File: config.mk
export PLATFORM = sky130hd
export DESIGN_NAME = dual_port_memory
export DESIGN_NICKNAME = d
export VERILOG_FILES = /design/src/rtl/ram_array.sv /design/src/rtl/dual_port_memory.sv
export SDC_FILE = /design/constraint.sdc
export NUM_CORES = 1
export LEC_CHECK = 0
export BUFFER_PORTS_ARGS = -buffer_cell sky130_fd_sc_hd__buf_2
export CAP_MARGIN = 20
export CELL_PAD_IN_SITES_DETAIL_PLACEMENT = 1
export CELL_PAD_IN_SITES_GLOBAL_PLACEMENT = 1
export CORE_ASPECT_RATIO = 1.25
export CORE_UTILIZATION = 45
export DETAILED_ROUTE_END_ITERATION = 16
export PLACE_DENSITY = 0.68
export SYNTH_ARGS = -nofsm -noshare
export SYNTH_HDL_FRONTEND = slang
export SYNTH_HIERARCHICAL = 1
export SYNTH_SLANG_ARGS = --single-unit
File: constraint.sdc
create_clock -name CLK -period 7.8 [get_ports CLK]
set_input_delay 0.78 -clock CLK [delete_from_list [all_inputs] [get_ports CLK]]
set_output_delay 0.78 -clock CLK [all_outputs]
set_load 0.05 [all_outputs]
File: src/rtl/ram_array.sv
// Storage core of the delay-line buffer: one write port, two asynchronous raw read taps.
// Word clear on reset; output registering and range masking live in the parent.
module ram_array #(
    parameter int DATA_WIDTH = 32,
    parameter int SIZE       = 8,
    parameter int ADDR_WIDTH = 3
) (
    input  logic                  CLK,
    input  logic                  RST,
    input  logic                  i_we,
    input  logic [ADDR_WIDTH-1:0] i_waddr,
    input  logic [DATA_WIDTH-1:0] i_di,
    input  logic [ADDR_WIDTH-1:0] i_raddr1,
    input  logic [ADDR_WIDTH-1:0] i_raddr2,
    output logic [DATA_WIDTH-1:0] o_rd1,
    output logic [DATA_WIDTH-1:0] o_rd2
);

    logic [DATA_WIDTH-1:0] ram [0:SIZE-1];

    // Reset wins over a same-edge write; i_we is already qualified by the address range.
    always_ff @(posedge CLK) begin
        if (RST) begin
            for (int i = 0; i < SIZE; i++) begin
                ram[i] <= '0;
            end
        end else if (i_we) begin
            ram[i_waddr] <= i_di;
        end
    end

    assign o_rd1 = ram[i_raddr1];
    assign o_rd2 = ram[i_raddr2];

endmodule

File: src/rtl/dual_port_memory.sv
// Simple dual-port RAM for the effects delay line: port 1 write/read-back, port 2 read tap.
// Both reads are registered and read-first; out-of-range addresses read 0 and never write.
module dual_port_memory #(
    parameter int DATA_WIDTH = 32,
    parameter int SIZE       = 8,
    parameter int ADDR_WIDTH = 3
) (
    input  logic                  CLK,
    input  logic                  RST,
    input  logic                  WE,
    input  logic [ADDR_WIDTH-1:0] ADDR1,
    input  logic [DATA_WIDTH-1:0] DI,
    input  logic [ADDR_WIDTH-1:0] ADDR2,
    output logic [DATA_WIDTH-1:0] DO1,
    output logic [DATA_WIDTH-1:0] DO2
);

    if (SIZE < 1 || SIZE > (1 << ADDR_WIDTH)) begin : g_bad_size
        $error("dual_port_memory: SIZE must be in 1..2**ADDR_WIDTH");
    end

    // SIZE fits in ADDR_WIDTH+1 bits, so the range test needs no wider compare.
    localparam logic [ADDR_WIDTH:0] LP_SIZE = (ADDR_WIDTH + 1)'(SIZE);

    logic                  w_in1;
    logic                  w_in2;
    logic [DATA_WIDTH-1:0] w_rd1;
    logic [DATA_WIDTH-1:0] w_rd2;
    logic [DATA_WIDTH-1:0] r_do1;
    logic [DATA_WIDTH-1:0] r_do2;

    assign w_in1 = ({1'b0, ADDR1} < LP_SIZE);
    assign w_in2 = ({1'b0, ADDR2} < LP_SIZE);

    ram_array #(
        .DATA_WIDTH (DATA_WIDTH),
        .SIZE       (SIZE),
        .ADDR_WIDTH (ADDR_WIDTH)
    ) RAM (
        .CLK      (CLK),
        .RST      (RST),
        .i_we     (WE & w_in1),
        .i_waddr  (ADDR1),
        .i_di     (DI),
        .i_raddr1 (ADDR1),
        .i_raddr2 (ADDR2),
        .o_rd1    (w_rd1),
        .o_rd2    (w_rd2)
    );

    // Sampling the array before its same-edge update gives read-first behaviour.
    always_ff @(posedge CLK) begin
        if (RST) begin
            r_do1 <= '0;
            r_do2 <= '0;
        end else begin
            r_do1 <= w_in1 ? w_rd1 : '0;
            r_do2 <= w_in2 ? w_rd2 : '0;
        end
    end

    assign DO1 = r_do1;
    assign DO2 = r_do2;

endmodule

---- After elaboration in Yosys (flattened, before gate mapping) ----
Memories as Yosys holds them, arrays and structs flattened. A register that Yosys moved wholly into a read port is not among the register bits.
Cells that the tools add are included.
storage, ports and cells
  RAM bits ................................ 256
  memories ................................ 1
  bits in registers ....................... 0
  word-level logic and storage cells ...... 10
cells by class
  mux-type cells .......................... 8
  reduce and logical (&&, ||, !) cells .... 1
memories
  name     depth  width  read ports  clocked after Yosys merged registers in  wr ports  line             RTL
  RAM.ram  8      32     2           2                                        8         ram_array.sv:19  logic [DATA_WIDTH-1:0] ram [0:SIZE-1];
operators with widths
  kind              count
  $mux 32           1
  $reduce_or 32->1  1
  $mux 1            6
  $mux 3            1

---- Longest topological paths before layout ----
  depth after elaboration ................. 5
  gate-level depth with buffers ........... 5

---- Cells and area by module ----
Netlist, hierarchy kept.
by module, submodules not included
  module            times used  cells each  area each (µm²)
  ram_array         1           843         13645.6
  dual_port_memory  1           135         1918.1

---- Worst setup path before layout ----
OpenSTA, ideal clock, no wires.
  path type ............................... input-to-reg
  start ................................... input ADDR1[1]
  end ..................................... memory RAM.ram[0][0], enable pin
  stages .................................. 5
  path slack .............................. 4257 ps
  arrival time ............................ 3115 ps
  required time ........................... 7372 ps
  buffers on the path ..................... 3
  cell sequence ........................... or3b_1 > clkbuf_1 > buf_6 > buf_6 > o21bai_1
RTL lines
  item             line                    RTL
  start, declared  dual_port_memory.sv:11  input logic [ADDR_WIDTH-1:0] ADDR1,
  end, declared    ram_array.sv:19

==> results.toml <==
[place]
hpwl_um = 21700
io_buffers = 104
placed_area_sq_um = 16300
gp_congestion = 0.735

[timing]
rsz0062_at_grt = "no"
maxSlewViolCount = 0
finalHoldViolCount = 0
finalSetupTns_ns = 0
skew_ns = 0.0128
fmax_mhz = 329
relSlewSlack = 0.247
setup_violations = 0
tightest_slew_ns = 1.13
finalCritPeriodShare = 0.390
finalCriticalPeriod_ns = 3.04

[global_routing]
grt_use_total = 0.227
grt_max_degree = 85
grt-ovfl-total = 0
grt_antenna_before_repair = 0
grt_pass1_wl_um = 59700
grt_pass1_vias = 9893

[finish]
antenna_cells = 0
multi_input_area_sq_um = 5960
nFillCells = 3234
ff_latch_area_sq_um = 8970
final_nets = 1080
syn2layout_area_growth_pct = 11.6
most-common-layout-cells = "nor3_1 (256), edfxtp_1 (256), buf_2 (100)"
drive_above_1_share = 0.336
final_area_sq_um = 17400

[synth]
synth_top_area_cell = "edfxtp_1"
seq_area_frac_synth = 0.576
yosys.area.top_type_share = 0.494
synth_area_sq_um = 15600
ys_ff_latch = 320
synth_cell_types = 21
yosysWarnings = 6
syn_area_per_cell_sq_um = 15.9
synth_nets = 1019
yosys-top-cells-area = "edfxtp_1 (49%), mux4_1 (14%), dfxtp_1 (8.2%), nor3_1 (8.2%), mux4_2 (6.9%)"
synthCells = 978

[min_path]
worstHoldStart = "RST"
min_path_type = "in -> reg"
hold_path_depth = 2
holdPathEnd = "DO2[9]"

[critical_path]
timing.critical_path.cells = "buf_2 -> buf_4 -> or3b_4 -> buf_4 -> nor3_1"
ff2ff_setup_slack_ns = 6.22
crit_path_end_kind = "flop"
r2r_cells = 3
crit_required_ns = 8.02
worstSetupPathType = "in -> reg"
critPathMostFrequentCell = "buf_4"
r2r_start = "RAM/ram[2][22]"
max_stage_delay_ns = 0.80
crit_slowest_cell = "buf_4"
start_kind = "input pin"
cp_max_fo = 84
rr_endpoint = "DO2[22]"
crit_arrival_ns = 3.26

[run_status]
status = "finished, final reports clean"

[clock_tree]
post-cts-setup-buffer-count = 0
cts_buffers = 35
clock_sinks = 320
cts_max_level = 2
cts_resized = 0
cts_tree = "built"
clk_pin_slew_worst_paths_ns = 0.06
ctsRootBufferMaster = "clkbuf_16"
holdBufCountCts = 0
cts_max_path_buffers = 3
clock_latency_ns = 0.53

[die]
die_area_sq_um = 35300
die_x_um = 168
design.portCount = 105
initial_core_util = 0.461
die_y_um = 210
rows = 75
coreArea_sq_um = 33800

[routing]
ant_nets = 0
post_drt_wl_per_cell_um = 26.3
via_per_inst = 6.19
drtIter0Drc = 688
drt_wl_total_um = 39100
drtPass1Iterations = 5
drc = 0
dr_total_vias = 9213

[power_and_ir_drop]
powerDensity_nw_per_um2 = 241
internal_power_uw = 3110
combPwrFrac = 0.138
p_sw_frac = 0.258
p_leak_uw = 0.00594
p_seq_frac = 0.480
p_switching_uw = 1080
peakVddDrop_mv = 0.135
p_clk_frac = 0.382

[flow_run]
max_cap_viol_count = 0
worst max-delay path by stage:
stage	startpoint	endpoint	slack, ns
finish	ADDR1[1]	RAM/ram[0][28]	4.76
CTS	ADDR1[1]	RAM/ram[7][14]	4.61
global placement	ADDR1[1]	RAM/ram[6][4]	4.09
detailed placement	ADDR1[1]	RAM/ram[7][3]	4.10
floorplan	ADDR1[1]	RAM/ram[0][0]	4.26
global route	ADDR1[1]	RAM/ram[3][9]	4.63
through the flow:
step,power [uW],hold WS [ns],setup WS [ns],instances,utilization
global placement,2610,0.792,4.09,1423,0.481
floorplan,2460,0.763,4.26,978,-
CTS,4210,0.690,4.61,1487,0.514
detailed placement,2630,0.807,4.10,1424,0.481
global route,4300,0.716,4.63,1488,0.514
finish,4190,0.723,4.76,1488,0.514
sequential cells by signal, indices dropped and copies added (netlist names):
register,flops
DO1,32
RAM/ram,256
DO2,32
cell usage after synthesis (all sizes together):
cell	count
clkinv	32
or3b	1
nand2	1
nand3b	1
mux4	128
nor3	256
nor2b	64
clkbuf	36
o21bai	8
nand2b	2
or2	1
buf	64
dfxtp	64
edfxtp	256
mux2	64
logic make-up after synthesis:
group / count (synthesis) / share of synthesized area
AND/OR/NAND/NOR: 326 / 0.120
AO/OA/AOI/OAI: 8 / 0.00386
flip-flops: 320 / 0.576
buffers and inverters: 132 / 0.0484
multiplexers: 192 / 0.251
critical path: cells and delay by family:
family	cells	cell delay (ns)
buffers and inverters	3	1.39
AND/OR/NAND/NOR	2	0.91
power groups by stage:
stage                     Clock, uW  Combinational [uW]  Sequential (uW)
after floorplan                   0                 320             2140
after global placement            0                 575             2040
after detailed placement          0                 581             2050
after CTS                      1620                 584             2010
after global routing           1670                 609             2020
final                          1600                 579             2010
layout make-up:
cell class,count,share of cell area
Sequential cell,320,0.516
Multi-Input combinational cell,526,0.343
Clock buffer,55,0.0601
Timing Repair Buffer,124,0.0406
Tap cell,423,0.0305
Inverter,32,0.00692
Clock inverter,8,0.00238
per-layer routing:
metal  global-route usage  part of all wire  vias up
met1                0.288              0.41     4817
met3               0.0266             0.044       62
met2                0.405              0.52      307
met5                    0                 0        -
li1                     -                 -     4027
met4               0.0743             0.025        0
No activity file was read; power rests on OpenSTA's default activity.
